## src/rtl/udar_pkg.sv

```systemverilog
// Shared types and default 50 MHz timing for the ultrasonic ranger emulator and its controller.
package udar_pkg;

  typedef enum logic [2:0] {
    IDLE,
    TRIG_HI,
    BURST,
    ECHO,
    HOLDOFF
  } udar_state_e;

  // mm <-> cycle scaling must match the controller's capture logic
  localparam int TRIG_MIN_CYC_DEF  = 500;
  localparam int BURST_DLY_CYC_DEF = 25000;
  localparam int CYC_PER_MM_DEF    = 290;
  localparam int DIST_W_DEF        = 12;
  localparam int TIMEOUT_CYC_DEF   = 1900000;
  localparam int HOLDOFF_CYC_DEF   = 50000;

  function automatic int max3(input int a, input int b, input int c);
    int m;
    m = (a > b) ? a : b;
    return (m > c) ? m : c;
  endfunction

endpackage

```

## src/rtl/udar_sync_edge.sv

```systemverilog
// Two-flop synchronizer for an asynchronous input plus rise/fall detect on the synced value.
module udar_sync_edge (
  input  logic clk,
  input  logic rst,
  input  logic d,
  output logic q,
  output logic rise,
  output logic fall
);

  logic s1, s2, s3;

  always_ff @(posedge clk or posedge rst) begin
    if (rst) begin
      s1 <= 1'b0;
      s2 <= 1'b0;
      s3 <= 1'b0;
    end else begin
      s1 <= d;
      s2 <= s1;
      s3 <= s2;
    end
  end

  assign q    = s2;
  assign rise = s2 & ~s3;
  assign fall = ~s2 & s3;

endmodule

```

## src/rtl/udar_echo_emu.sv

```systemverilog
// HC-SR04-style responder: qualifies a trig pulse, waits the burst delay, then
// drives an echo pulse whose width encodes the latched distance.
module udar_echo_emu
  import udar_pkg::*;
#(
  parameter int TRIG_MIN_CYC  = TRIG_MIN_CYC_DEF,
  parameter int BURST_DLY_CYC = BURST_DLY_CYC_DEF,
  parameter int CYC_PER_MM    = CYC_PER_MM_DEF,
  parameter int DIST_W        = DIST_W_DEF,
  parameter int TIMEOUT_CYC   = TIMEOUT_CYC_DEF,
  parameter int HOLDOFF_CYC   = HOLDOFF_CYC_DEF
) (
  input  logic              clk,
  input  logic              rst_i,
  input  logic              en,
  input  logic              trig,
  input  logic [DIST_W-1:0] dist_mm,
  input  logic              target_ok,
  output logic              echo,
  output logic              busy,
  output logic              done,
  output logic              trig_err,
  output udar_state_e       dbg_state
);

  localparam int WW    = $clog2(TIMEOUT_CYC + 1) + 1;
  localparam int CNT_W = max3(WW, $clog2(BURST_DLY_CYC + 1), $clog2(HOLDOFF_CYC + 1));
  localparam int HC_W  = $clog2(TRIG_MIN_CYC + 1);

  logic trig_s, trig_rise, trig_fall;

  udar_sync_edge u_sync (
    .clk  (clk),
    .rst  (rst_i),
    .d    (trig),
    .q    (trig_s),
    .rise (trig_rise),
    .fall (trig_fall)
  );

  udar_state_e       state_q, state_n;
  logic [CNT_W-1:0]  cnt_q, cnt_n;
  logic [HC_W-1:0]   hcnt_q, hcnt_n;
  logic              armed_q, armed_n;
  logic              echo_q, echo_n;
  logic              done_q, done_n;
  logic              err_q, err_n;
  logic              busy_q, busy_n;
  logic [DIST_W-1:0] dist_q, dist_n;
  logic              tgt_q, tgt_n;
  logic [WW-1:0]     width_q, width_n;

  // Echo width from the latched request; 0 mm reads as 1 mm, long or missing targets clamp to timeout
  logic [DIST_W-1:0] dist_eff;
  logic [63:0]       prod;
  logic [WW-1:0]     width_calc;
  logic [CNT_W-1:0]  echo_last;

  always_comb begin
    dist_eff   = (dist_q == '0) ? DIST_W'(1) : dist_q;
    prod       = 64'(dist_eff) * 64'(CYC_PER_MM);
    if (!tgt_q || prod > 64'(TIMEOUT_CYC)) width_calc = WW'(TIMEOUT_CYC);
    else                                   width_calc = prod[WW-1:0];
    echo_last  = CNT_W'(width_q) - CNT_W'(1);
  end

  always_comb begin
    state_n = state_q;
    cnt_n   = cnt_q;
    hcnt_n  = hcnt_q;
    armed_n = armed_q;
    echo_n  = 1'b0;
    done_n  = 1'b0;
    err_n   = 1'b0;
    dist_n  = dist_q;
    tgt_n   = tgt_q;
    width_n = width_q;

    // Arming needs trig seen low in IDLE, so a trig held across HOLDOFF cannot retrigger
    if (state_q == IDLE && !trig_s) armed_n = 1'b1;

    if (!en) begin
      state_n = IDLE;
      cnt_n   = '0;
      hcnt_n  = '0;
    end else begin
      case (state_q)
        IDLE: begin
          if (trig_rise && armed_q) begin
            state_n = TRIG_HI;
            hcnt_n  = '0;
            armed_n = 1'b0;
          end
        end
        TRIG_HI: begin
          if (trig_fall) begin
            hcnt_n = '0;
            if (hcnt_q >= HC_W'(TRIG_MIN_CYC)) begin
              state_n = BURST;
              cnt_n   = '0;
              dist_n  = dist_mm;
              tgt_n   = target_ok;
            end else begin
              state_n = IDLE;
              err_n   = 1'b1;
            end
          end else if (trig_s && hcnt_q != HC_W'(TRIG_MIN_CYC)) begin
            hcnt_n = hcnt_q + HC_W'(1);
          end
        end
        BURST: begin
          width_n = width_calc;
          if (cnt_q == CNT_W'(BURST_DLY_CYC - 1)) begin
            state_n = ECHO;
            cnt_n   = '0;
            echo_n  = 1'b1;
          end else begin
            cnt_n = cnt_q + CNT_W'(1);
          end
        end
        ECHO: begin
          if (cnt_q == echo_last) begin
            state_n = HOLDOFF;
            cnt_n   = '0;
            done_n  = 1'b1;
          end else begin
            echo_n = 1'b1;
            cnt_n  = cnt_q + CNT_W'(1);
          end
        end
        HOLDOFF: begin
          if (cnt_q == CNT_W'(HOLDOFF_CYC - 1)) begin
            state_n = IDLE;
            cnt_n   = '0;
          end else begin
            cnt_n = cnt_q + CNT_W'(1);
          end
        end
        default: state_n = IDLE;
      endcase
    end

    busy_n = (state_n != IDLE);
  end

  always_ff @(posedge clk or posedge rst_i) begin
    if (rst_i) begin
      state_q <= IDLE;
      cnt_q   <= '0;
      hcnt_q  <= '0;
      armed_q <= 1'b0;
      echo_q  <= 1'b0;
      done_q  <= 1'b0;
      err_q   <= 1'b0;
      busy_q  <= 1'b0;
      dist_q  <= '0;
      tgt_q   <= 1'b0;
      width_q <= '0;
    end else begin
      state_q <= state_n;
      cnt_q   <= cnt_n;
      hcnt_q  <= hcnt_n;
      armed_q <= armed_n;
      echo_q  <= echo_n;
      done_q  <= done_n;
      err_q   <= err_n;
      busy_q  <= busy_n;
      dist_q  <= dist_n;
      tgt_q   <= tgt_n;
      width_q <= width_n;
    end
  end

  assign echo      = echo_q;
  assign busy      = busy_q;
  assign done      = done_q;
  assign trig_err  = err_q;
  assign dbg_state = state_q;

endmodule

```

## config.mk

```make
export PLATFORM = sky130hd
export DESIGN_NAME = udar_echo_emu
export DESIGN_NICKNAME = d
export VERILOG_FILES = /design/src/rtl/udar_pkg.sv /design/src/rtl/udar_sync_edge.sv /design/src/rtl/udar_echo_emu.sv
export SDC_FILE = /design/constraint.sdc
export NUM_CORES = 1
export LEC_CHECK = 0
export CAP_MARGIN = 0
export CELL_PAD_IN_SITES_DETAIL_PLACEMENT = 0
export CELL_PAD_IN_SITES_GLOBAL_PLACEMENT = 1
export CORE_ASPECT_RATIO = 0.9
export CORE_MARGIN = 2
export CORE_UTILIZATION = 34
export CTS_CLUSTER_SIZE = 28
export DETAILED_ROUTE_END_ITERATION = 8
export GPL_TIMING_DRIVEN = 1
export PLACE_DENSITY = 0.69
export SLEW_MARGIN = 20
export SYNTH_ARGS = -nofsm -noshare
export SYNTH_HDL_FRONTEND = slang
export SYNTH_SLANG_ARGS = --single-unit
```

## constraint.sdc

```tcl
create_clock -name clk -period 8.1 [get_ports clk]
set_input_delay 2.025 -clock clk [delete_from_list [all_inputs] [get_ports clk]]
set_output_delay 2.025 -clock clk [all_outputs]
set_load 0.005 [all_outputs]
```

* Yosys cells after proc, flatten, opt, wreduce, memory -nomap -nowiden *
Cells that the tools add are included.

cells by class
  add/sub/neg operators = 3
  $mul = 1
  div/mod/pow operators = 0
  $lt $le $gt $ge = 2
  eq/ne operators = 14
  shift-type cells = 0
  multiplexer cells = 37
  bitwise operators = 4
  reductions and logical operators = 13

operator list
  kind                                                       count
  2-to-1 mux 22 bit                                          6
  case mux 22 bit (4 select lines)                           1
  2-to-1 mux 9 bit                                           4
  adder 22 x 1 -> 22 bit (second input constant)             1
  equality test 22 x 15 -> 1 bit (second input constant)     1
  equality test 22 x 16 -> 1 bit (second input constant)     1
  equality test 22 bit                                       1
  subtractor 22 x 1 -> 22 bit (second input constant)        1
  greater-than comparator 21 bit (second input constant)     1
  2-to-1 mux 21 bit                                          1
  multiplier 12 x 8 -> 20 bit (second input constant)        1
  2-to-1 mux 3 bit                                           6
  case mux 9 bit (2 select lines)                            1
  case mux 3 bit (5 select lines)                            1
  2-to-1 mux 1 bit                                           14
  logical NOT 12 bit                                         1
  2-to-1 mux 12 bit                                          1
  adder 9 x 1 -> 9 bit (second input constant)               1
  greater-or-equal comparator 9 bit (second input constant)  1
  inequality test 9 bit (second input constant)              1
  equality test 3 x 2 -> 1 bit (second input constant)       2
  inequality test 3 bit (second input constant)              2
  AND reduction 3 bit                                        2
  inequality test 5 x 1 -> 1 bit (second input constant)     1
  other kinds (16)                                           21

word-level totals
  register bits = 77
  latch bits = 0
  RAM bits = 0
  ROM bits = 0
  input port bits = 17
  output and inout bits = 7
  word-level logic and storage cells = 88
  memories = 0

* Depth between registers and ports, before layout *
Gate-level depths: netlist of run 1.

  depth in word-level cells = 7
  mapped depth = 17

* By module *
From an unflattened synthesis of run 1, not the netlist that was laid out.

second synthesis, totals
  cell total of the unflattened synthesis = 607
  area total of the unflattened synthesis = 5435.2 um^2

modules (own cells, without submodules)
  module          times used  cells each  area an instance (um^2)  sequential area each (um^2)
  udar_echo_emu   1           601         5341.4                   1801.7
  udar_sync_edge  1           6           93.8                     75.1

* Worst setup path after synthesis of run 1 *
Ideal clock, no wire load.

  kind = register to register
  start = register dist_q[7]
  end = register width_q[10]
  arrival time = 4.626 ns
  required time = 8.018 ns
  path slack = 3.392 ns
  cell stages (with the launch flop) = 18
  cell sequence = dfrtp_1 or4_1 o31ai_1 ha_1 ha_1 ha_1 inv_1 fa_1 nor2b_1 o211ai_1 a31o_2 a311oi_1 xor2_1 o21bai_1 a211o_1 clkbuf_1 clkbuf_1 a31oi_1

between the ends
  cells in the longest elaborated chain, start to end = 6

RTL lines
  item                             RTL line              text
  start, declared                  udar_echo_emu.sv:49   logic [DIST_W-1:0] dist_q, dist_n;
  start signal, assigned           udar_echo_emu.sv:168  dist_q <= dist_n;
  logical NOT 12 bit               udar_echo_emu.sv:60   dist_eff = (dist_q == '0) ? DIST_W'(1) : dist_q;
  2-to-1 mux 12 bit (*)            udar_echo_emu.sv:60
  multiplier 12 x 8 -> 20 bit (*)  udar_echo_emu.sv:61   prod = 64'(dist_eff) * 64'(CYC_PER_MM);
  greater-than comparator 21 bit   udar_echo_emu.sv:62   if (!tgt_q || prod > 64'(TIMEOUT_CYC)) width_calc = WW'(TIMEOUT_CYC);
  logical OR 1 bit                 udar_echo_emu.sv:62
  2-to-1 mux 21 bit (*)            udar_echo_emu.sv:62
  end signal, assigned             udar_echo_emu.sv:170  width_q <= width_n;
  end, declared                    udar_echo_emu.sv:51   logic [WW-1:0] width_q, width_n;

Every way passes the cells marked *; elsewhere a longest branch is shown, timed or not.
A chain may end at the register's enable or synchronous reset.

* Worst setup path after layout of run 1 *
  start = register dist_q[7]
  end = register width_q[16]

Same word-level chain as after synthesis.

==> impl_results.md, run 1 <==
* Final non-filler cell total at 835
* Area share of fa/ha/maj cells after synthesis at 0.121
* GPL Wtd Cong at 0.827
* Total leakage power at 0.00290 µW
* Drt total wl at 13.8 mm
* Clock share of power at 0.475
* Combinational share of power at 0.070
* Synth Area in Compound Gates at 0.183
* Placed cells at 819
* Primary FF master, synth: dfrtp_1
* CP max FO at 17
* Gate Count Post-Synth at 637
* Register bit total from synthesis at 75
* Top post-synthesis cells by area: dfrtp_1 33%, ha_1 10%, nor2_1 4.8%
* Hold Crit Start: u_sync.s1$_DFF_PP0_
* GRT overflow at 0
* Clk_skew at 0.00410 ns
* Worst hold path type: reg2reg
* Critical path class: reg2reg
* Multiplexer area fraction after synthesis at 0.0333
* Post-synthesis xor/xnor area fraction at 0.0787
* Hold slack final at 0.367 ns
* Final Cycle Share at 0.646
* Wire length per cell at 16.5 µm
* Max_cap viols at 0
* Antenna fix cells at 0
* WHS Endpoint: u_sync.q$_DFF_PP0_
* Later-pin clock latency in the skew report at 0.34 ns
* Hold buffers post-CTS at 0
* Cell count of the worst hold path at 0
* Worst ir drop on vdd at 0.000135 V
* Arrival time worst endpoint at 5.46 ns
* Worst R2R End: width_q[16]$_DFFE_PP0P_
* Initial antenna violation count at 0
* Largest net degree at the start of global routing at 76
* Internal at 658 µW
* Port bufs at 23
* Netlist Area Pre-Place at 5680 µm²
* Sw frac at 0.239
* Worst rel slew slack at 0.363
* # Post-CTS Setup Buffers at 0
* Detailed-placement wirelength estimate at 10.2 mm
* Cell count of the worst reg-to-reg path at 15
* Placement Setup Slack at 2.91 ns
* Distinct cell type count after synthesis at 62
* Simple-gate share of the synthesized area at 0.208
* RSZ-0062 raised after global routing: false
* # DRC at 0
* Minimum clock period at 5.23 ns
* Critical R2R Launch: dist_q[7]$_DFFE_PP0P_
* CP Capture Type: flip-flop
* Post-synth top area cell: dfrtp_1
* TNS Setup at 0 ns
* Final Hold Fails at 0
* Status: finished clean
* Area growth syn-to-layout at 10.6%
* Worst-Margin Slew at 0.955 ns
* Final WS setup at 2.87 ns
* Syn avg cell area at 8.91 µm²
* EDFF count, synth at 0
* Commonest non-fill, non-tap cell in the layout: dfrtp_1
* Sequential cell area fraction in the yosys report at 0.331
* Chip Height at 127 µm
* Setup violations, final at 0
* Die area at 17,700 µm²
* R2r setup slk at 2.87 ns
* First-pass GRT wire length at 23.9 mm
* 1st-iter DRT viols at 271
* Final layout net count at 692
* DR pass1 iterations at 5
* Via count at 4,667
* Io pins at 24
* Asr flop ratio synth at 1.00
* Synth warnings at 0
* Max-slew violation count at 0
* Core Region at 16,200 µm²
* Worst setup startpoint: dist_q[7]$_DFFE_PP0P_
* Routed Antenna Nets at 0
* Share of cells above drive strength 1 at 0.0780
* Total Power at 865 µW
* Via count of the first global-routing pass at 4,675
* Share of the synthesized area in the top cell type at 0.331
* Setup crit start kind: flip-flop
* Highest clock rate at 191 MHz
* Die X at 140 µm
* Vias per cell at 5.59
* Sequential share of power at 0.456
* Required time of the critical path at 8.33 ns
* Largest family of logic cells by synthesized area: simple AND/OR/NAND/NOR gates
* Sw Pwr at 207 µW
* CTS H-tree depth at 3
* Leading cell types in the layout, fill and taps excluded: 75 x dfrtp_1, 73 x nor2_1, 47 x ha_1
* Row cnt at 44
* Total GRT Usage at 0.166
* CTS resizes at 0
* TritonCTS buffer count at 9
* Starting density of the core at 0.349
* TritonCTS clock tree: built
* CTS sink count at 75
* Worst-path clk slew at 0.06 ns
* Clk buf depth at 2
* Power Dens Cells at 138 nW/µm²
* Post-Syn Nets at 706
* Root buf cell: clkbuf_16
==> cells by family after synthesis <==
logic type               count (synthesis)
multiplexers                            17
AND/OR/NAND/NOR                        232
flip-flops                              75
AO/OA/AOI/OAI                          148
adder cells (fa/ha/maj)                 52
buffers and inverters                   62
XOR/XNOR                                51
==> critical path: stages, from the launching register on <==
cell,delay [ns]
dfrtp_1,0.45
or4_1,0.58
o31ai_1,0.45
ha_1,0.32
ha_1,0.27
ha_1,0.31
inv_1,0.06
fa_1,0.46
nor2b_1,0.17
o211ai_1,0.16
a31o_2,0.28
a311oi_1,0.37
xor2_1,0.25
o21bai_1,0.11
a211o_1,0.52
a32o_1,0.34
==> metal layers <==
layer,track usage,wire length [µm],up-vias
met3,0.0215,449,12
met5,0,0,-
li1,-,-,2297
met2,0.266,6270,100
met4,0.0582,180,0
met1,0.231,6860,2258
==> metrics by stage <==
stage / utilization / instance area (µm²)
global route: 0.387 / 6280
floorplan: - / 5680
CTS: 0.387 / 6280
global placement: 0.368 / 5970
detailed placement: 0.368 / 5970
finish: 0.387 / 6280
==> synthesized netlist by cell type, types with 6 or more instances <==
library cell  number
dfrtp_1           75
nor2_1            73
ha_1              47
clkbuf_1          43
nand2_1           41
a21oi_1           33
xnor2_1           28
o21ai_0           23
xor2_1            23
nand3_1           22
a22o_1            19
mux2_2            15
nor4_1            13
inv_1             11
nor3_1            10
a31oi_1            9
and3_1             9
nand4_1            9
or3_1              9
a32o_1             7
o22ai_1            7
a21o_1             6
nand2b_1           6
o31ai_1            6
or2_2              6
or4_1              6
==> state kept, by name, summed over array words and instances (netlist names), 3 cells and up <==
| register | count |
|---|---|
| cnt_q | 22 |
| width_q | 20 |
| dist_q | 12 |
| hcnt_q | 9 |
| dbg_state | 3 |
==> cell type report <==
type / count / area [µm²]
clock buffers: 11 / 243
clock inverters: 5 / 62.6
fillers: 1595 / 9960
inverters: 11 / 41.3
multi-input cells: 500 / 3540
flip-flops and latches: 75 / 1880
well taps: 207 / 259
repair buffers: 26 / 253
==> worst max path at each step <==
stage | to | cells past startpoint
global route | width_q[2]$_DFFE_PP0P_ | 15
floorplan | width_q[10]$_DFFE_PP0P_ | 17
global placement | width_q[16]$_DFFE_PP0P_ | 15
CTS | width_q[16]$_DFFE_PP0P_ | 15
finish | width_q[16]$_DFFE_PP0P_ | 15
detailed placement | width_q[2]$_DFFE_PP0P_ | 14
==> power by group through the flow <==
stage	registers [µW]	clock network [µW]	logic, µW
final	394	411	60.3
after global placement	401	0	59.8
after detailed placement	401	0	60.9
after global routing	396	436	70.1
after CTS	394	418	61.1
after floorplan	395	0	44.2
Power figures use the tool's default switching activity.
==> inputs of run 2 (changes only) <==
==> constraint.sdc (replaced) <==
create_clock -name clk -period 5.4 [get_ports clk]
set_input_delay 1.35 -clock clk [delete_from_list [all_inputs] [get_ports clk]]
set_output_delay 1.35 -clock clk [all_outputs]
set_load 0.005 [all_outputs]
==> impl_results.md, run 2 (same netlist as run 1, synthesis figures left out) <==
* Via count of the first global-routing pass at 4,675 (unchanged)
* Port bufs at 23 (unchanged)
* Required time of the critical path at 5.62 ns (was 8.33 ns)
* Final Cycle Share at 0.931 (was 0.646)
* Final layout net count at 696 (was 692)
* Worst hold path type: reg2reg (unchanged)
* Total leakage power at 0.00293 µW (was 0.00290 µW)
* Io pins at 24 (unchanged)
* GRT overflow at 0 (unchanged)
* Routed Antenna Nets at 0 (unchanged)
* Status: finished clean (unchanged)
* GPL Wtd Cong at 0.824 (was 0.827)
* Hold slack final at 0.351 ns (was 0.367 ns)
* Setup violations, final at 0 (unchanged)
* DP Area at 6000 µm² (was 5970 µm²)
* Highest clock rate at 199 MHz (was 191 MHz)
* TNS Setup at 0 ns (unchanged)
* Row cnt at 44 (unchanged)
* Antenna fix cells at 0 (unchanged)
* Wire length per cell at 16.6 µm (was 16.5 µm)
* Detailed-placement wirelength estimate at 10.5 mm (was 10.2 mm)
* Largest regs: cnt_q: 22 flops, width_q: 20 flops, dist_q: 12 flops (unchanged)
* Via count at 4,674 (was 4,667)
* # Post-CTS Setup Buffers at 0 (unchanged)
* Total GRT Usage at 0.164 (was 0.166)
* Setup crit start kind: flip-flop (unchanged)
* Drt total wl at 13.9 mm (was 13.8 mm)
* Largest net degree at the start of global routing at 41 (was 76)
* Vias per cell at 5.57 (was 5.59)
* Initial antenna violation count at 0 (unchanged)
* Fill cell count at 1,622 (was 1,595)
* Max reg flops at 22 (unchanged)
* Final Hold Fails at 0 (unchanged)
* Root buf cell: clkbuf_16 (unchanged)
* Worst-Margin Slew at 0.753 ns (was 0.955 ns)
* Die X at 140 µm (unchanged)
* Power Dens Cells at 205 nW/µm² (was 138 nW/µm²)
* Max-slew violation count at 0 (unchanged)
* DR pass1 iterations at 6 (was 5)
* CTS H-tree depth at 3 (unchanged)
* Area growth syn-to-layout at 11.1% (was 10.6%)
* Leading cell types in the layout, fill and taps excluded: 75 x dfrtp_1, 73 x nor2_1, 47 x ha_1 (unchanged)
* Max_cap viols at 0 (unchanged)
* CTS sink count at 75 (unchanged)
* Total Power at 1290 µW (was 865 µW)
* # DRC at 0 (unchanged)
* Die area at 17,700 µm² (unchanged)
* TritonCTS buffer count at 9 (unchanged)
* CP max FO at 17 (unchanged)
* Chip Height at 127 µm (unchanged)
* Later-pin clock latency in the skew report at 0.34 ns (about the same)
* Core Region at 16,200 µm² (unchanged)
* Worst-path clk slew at 0.06 ns (about the same)
* Commonest non-fill, non-tap cell in the layout: dfrtp_1 (unchanged)
* Minimum clock period at 5.03 ns (was 5.23 ns)
* Largest register by flop count: cnt_q (unchanged)
* RSZ-0062 raised after global routing: false (unchanged)
* Clk_skew at 0.0155 ns (was 0.00410 ns)
* Fin area at 6310 µm² (was 6280 µm²)
* Worst ir drop on vdd at 0.000191 V (was 0.000135 V)
* Critical path class: reg2reg (unchanged)
* Worst rel slew slack at 0.491 (was 0.363)
* 1st-iter DRT viols at 268 (was 271)
* Share of cells above drive strength 1 at 0.0854 (was 0.0780)
* Starting density of the core at 0.349 (unchanged)
* Clk buf depth at 2 (unchanged)
* TritonCTS clock tree: built (unchanged)
* Core Util, Final at 0.388 (was 0.387)
* CP Capture Type: flip-flop (unchanged)
* Arrival time worst endpoint at 5.25 ns (was 5.46 ns)
* First-pass GRT wire length at 23.7 mm (was 23.9 mm)
-- run 2: layout make-up --
class | count | area, µm² | share of cell area
clock buffers | 11 | 243 | 0.0385
clock inverters | 5 | 60.1 | 0.00952
inverters | 11 | 41.3 | 0.00655
multi-input cells | 500 | 3540 | 0.562
flip-flops and latches | 75 | 1880 | 0.298
well taps | 207 | 259 | 0.0411
repair buffers | 30 | 283 | 0.0448
-- run 2: worst paths after layout --
kind / start / to / slack (ns) / cells after the start
max reg2reg: dist_q[7]$_DFFE_PP0P_ / width_q[2]$_DFFE_PP0P_ / 0.37 / 15
max: dist_q[7]$_DFFE_PP0P_ / width_q[2]$_DFFE_PP0P_ / 0.37 / 15
min in group asynchronous: rst_i / dist_q[1]$_DFFE_PP0P_ / 1.46 / 2
min: u_sync.s1$_DFF_PP0_ / u_sync.q$_DFF_PP0_ / 0.35 / 0
max in group asynchronous: rst_i / cnt_q[6]$_DFFE_PP0P_ / 2.93 / 3
min reg2reg: u_sync.s1$_DFF_PP0_ / u_sync.q$_DFF_PP0_ / 0.35 / 0
-- run 2: per-stage QoR --
stage | cells | worst slack, ns
after floorplan | 637 | 0.692
after global placement | 823 | 0.448
after detailed placement | 823 | 0.292
after CTS | 839 | 0.268
after global routing | 839 | 0.0157
final | 839 | 0.373
-- run 2: timing repair --
| item | 4_1_cts | 5_1_grt |
|---|---|---|
| hold endpoints to repair | 0 | 0 |
| hold buffers | 0 | 0 |
| gates resized for setup | 0 | 1 |
| endpoints found under the setup margin | 0 | 15 |
-- run 2: layer usage --
metal | track usage | routed length [µm] | up-vias
li1 | - | - | 2302
met1 | 0.225 | 6830 | 2290
met2 | 0.272 | 6580 | 76
met3 | 0.0325 | 424 | 6
met4 | 0.0357 | 82 | 0
met5 | 0 | 0 | -
-- run 2: report_power, final --
| group | total [µW] | internal [µW] | switching, µW | leakage (µW) |
|---|---|---|---|---|
| Clock | 609 | 372 | 237 | 0.000146 |
| Sequential | 592 | 573 | 18.6 | 0.00102 |
| Combinational | 90.5 | 42.5 | 48.0 | 0.00176 |
| Total | 1290 | 988 | 304 | 0.00293 |
-- run 2: worst max-delay path, stage by stage, from the launching register on --
cell and delay [ns]:
dfrtp_1 0.45, or4_1 0.57, o31ai_1 0.35, ha_1 0.30
ha_1 0.29, ha_1 0.31, inv_1 0.07, fa_1 0.47
nor2b_1 0.17, o211ai_1 0.17, a31o_2 0.29, a311oi_1 0.37
xor2_1 0.23, o21bai_1 0.10, a211o_2 0.48, a32o_1 0.30
==> inputs of run 3 (changes only) <==
--- a/config.mk
+++ b/config.mk
@@ -10,11 +10,11 @@
 export CELL_PAD_IN_SITES_GLOBAL_PLACEMENT = 1
 export CORE_ASPECT_RATIO = 0.9
 export CORE_MARGIN = 2
-export CORE_UTILIZATION = 34
+export CORE_UTILIZATION = 45
 export CTS_CLUSTER_SIZE = 28
 export DETAILED_ROUTE_END_ITERATION = 8
 export GPL_TIMING_DRIVEN = 1
-export PLACE_DENSITY = 0.69
+export PLACE_DENSITY = 0.85
 export SLEW_MARGIN = 20
 export SYNTH_ARGS = -nofsm -noshare
 export SYNTH_HDL_FRONTEND = slang
==> impl_results.md, run 3 (same netlist as run 1, synthesis figures left out) <==
* Sw frac at 0.233 (was 0.235)
* 1st-iter DRT viols at 361 (was 268)
* Internal at 986 µW (was 988 µW)
* DR pass1 iterations at 5 (was 6)
* Worst ir drop on vdd at 0.000217 V (was 0.000191 V)
* Core Region at 12,200 µm² (was 16,200 µm²)
* Critical path class: reg2reg (unchanged)
* Power Dens Cells at 206 nW/µm² (was 205 nW/µm²)
* Largest regs: cnt_q: 22 flops, width_q: 20 flops, dist_q: 12 flops (unchanged)
* Commonest non-fill, non-tap cell in the layout: dfrtp_1 (unchanged)
* Minimum clock period at 5.05 ns (was 5.03 ns)
* First-pass GRT wire length at 23.3 mm (was 23.7 mm)
* Final Hold Fails at 0 (unchanged)
* Setup violations, final at 0 (unchanged)
* Register area at 1880 µm² (unchanged)
* TNS Setup at 0 ns (unchanged)
* Wire length per cell at 17.3 µm (was 16.6 µm)
* Worst rel slew slack at 0.479 (was 0.491)
* Max-slew violation count at 0 (unchanged)
* Placed cells at 774 (was 823)
* Total GRT Usage at 0.215 (was 0.164)
* TritonCTS buffer count at 9 (unchanged)
* Largest register by flop count: cnt_q (unchanged)
* Multi-input gate area at 3550 µm² (was 3540 µm²)
* CP max FO at 17 (unchanged)
* Sequential share of power at 0.461 (was 0.458)
* GRT overflow at 0 (unchanged)
* Hold slack final at 0.350 ns (was 0.351 ns)
* Highest clock rate at 198 MHz (was 199 MHz)
* Status: finished clean (unchanged)
* Root buf cell: clkbuf_16 (unchanged)
* CP Capture Type: flip-flop (unchanged)
* Fill cell count at 1,137 (was 1,622)
* Port bufs at 23 (unchanged)
* CTS H-tree depth at 3 (unchanged)
* Arrival time worst endpoint at 5.27 ns (was 5.25 ns)
* Chip Height at 111 µm (was 127 µm)
* Sw Pwr at 299 µW (was 304 µW)
* Max_cap viols at 0 (unchanged)
* # DRC at 0 (unchanged)
* Clock share of power at 0.469 (was 0.472)
* Hold buffers post-CTS at 0 (unchanged)
* Area growth syn-to-layout at 9.81% (was 11.1%)
* Worst-Margin Slew at 0.782 ns (was 0.753 ns)
* Clk buf depth at 2 (unchanged)
* Later-pin clock latency in the skew report at 0.34 ns (about the same)
* CTS sink count at 75 (unchanged)
* Drt total wl at 13.7 mm (was 13.9 mm)
* Starting density of the core at 0.466 (was 0.349)
* Die area at 13,500 µm² (was 17,700 µm²)
* Worst hold path type: reg2reg (unchanged)
* Vias per cell at 6.03 (was 5.57)
* Final Cycle Share at 0.936 (was 0.931)
* Via count at 4,760 (was 4,674)
* Worst-path clk slew at 0.06 ns (about the same)
* Detailed-placement wirelength estimate at 10.2 mm (was 10.5 mm)
* Routed Antenna Nets at 0 (unchanged)
* Initial antenna violation count at 0 (unchanged)
* TritonCTS clock tree: built (unchanged)
* Total leakage power at 0.00291 µW (was 0.00293 µW)
* Combinational share of power at 0.070 (about the same)
* Antenna fix cells at 0 (unchanged)
* Share of cells above drive strength 1 at 0.0825 (was 0.0854)
* Die X at 122 µm (was 140 µm)
* Setup crit start kind: flip-flop (unchanged)
* Final non-filler cell total at 790 (was 839)
* Final layout net count at 694 (was 696)
* Leading cell types in the layout, fill and taps excluded: 75 x dfrtp_1, 73 x nor2_1, 47 x ha_1 (unchanged)
* RSZ-0062 raised after global routing: false (unchanged)
* Row cnt at 38 (was 44)
* Via count of the first global-routing pass at 4,621 (was 4,675)
* Largest net degree at the start of global routing at 43 (was 41)
* Io pins at 24 (unchanged)
* GPL Wtd Cong at 0.906 (was 0.824)
* Required time of the critical path at 5.62 ns (about the same)
* # Post-CTS Setup Buffers at 0 (unchanged)
* Max reg flops at 22 (unchanged)
* Clk_skew at 0.00734 ns (was 0.0155 ns)
-- run 3: changes by cell type in the layout (fill, tap and decap cells not counted) --
| cell | change |
|---|---|
| buf_4 | -2 |
| clkinvlp_4 | +1 |
| clkbuf_1 | +1 |
| inv_6 | -1 |
| o31ai_1 | -1 |
| o31ai_2 | +1 |
| clkinv_4 | -1 |
-- run 3: worst max-delay path: stages (launching register included) --
cell      delay (ns)
dfrtp_1         0.45
or4_1           0.60
o31ai_2         0.37
ha_1            0.30
ha_1            0.28
ha_1            0.31
inv_1           0.06
fa_1            0.46
nor2b_1         0.17
o211ai_1        0.16
a31o_2          0.28
a311oi_1        0.36
xor2_1          0.26
o21bai_1        0.10
a211o_2         0.48
a32o_1          0.30
-- run 3: cell type report --
type                       instances  area share
clock buffer                      12      0.0396
tap                              160      0.0321
inverter                          11     0.00663
timing repair buffer              28      0.0430
clock inverter                     4     0.00803
multi-input combinational        500       0.570
sequential                        75       0.301
-- run 3: worst paths after layout --
kind	startpoint	endpoint	slack, ns	cells past startpoint
setup / recovery	dist_q[7]$_DFFE_PP0P_	width_q[17]$_DFFE_PP0P_	0.35	15
hold / removal	u_sync.s1$_DFF_PP0_	u_sync.q$_DFF_PP0_	0.35	0
setup reg to reg	dist_q[7]$_DFFE_PP0P_	width_q[17]$_DFFE_PP0P_	0.35	15
hold reg to reg	u_sync.s1$_DFF_PP0_	u_sync.q$_DFF_PP0_	0.35	0
max in group asynchronous	rst_i	cnt_q[17]$_DFFE_PP0P_	2.95	3
min in group asynchronous	rst_i	tgt_q$_DFFE_PP0P_	1.43	2
-- run 3: per-layer routing --
metal | vias to the layer above | global-route usage | routed length [µm]
met3 | 20 | 0.0424 | 527
met5 | - | 0 | 0
li1 | 2294 | - | -
met2 | 125 | 0.325 | 6230
met4 | 0 | 0.0697 | 266
met1 | 2321 | 0.306 | 6640
-- run 3: stage by stage --
step	setup WS, ns	area, µm²	utilization	total power (µW)
floorplan	0.692	5680	-	659
global placement	0.356	5930	0.487	689
detailed placement	0.229	5930	0.487	692
finish	0.348	6230	0.512	1280
CTS	0.199	6230	0.512	1300
global route	0.0194	6230	0.512	1340
-- run 3: repair_timing --
action	in CTS	in global routing
endpoints found under the hold margin	0	0
resized for setup	0	2
endpoints found under the setup margin	0	13
-- run 3: power by group through the flow --
stage | Sequential (µW) | Clock, µW | Combinational, µW
floorplan | 593 | 0 | 66.4
global placement | 600 | 0 | 88.5
detailed placement | 601 | 0 | 90.5
CTS | 591 | 617 | 91.2
global route | 594 | 644 | 102
finish | 591 | 603 | 90.2
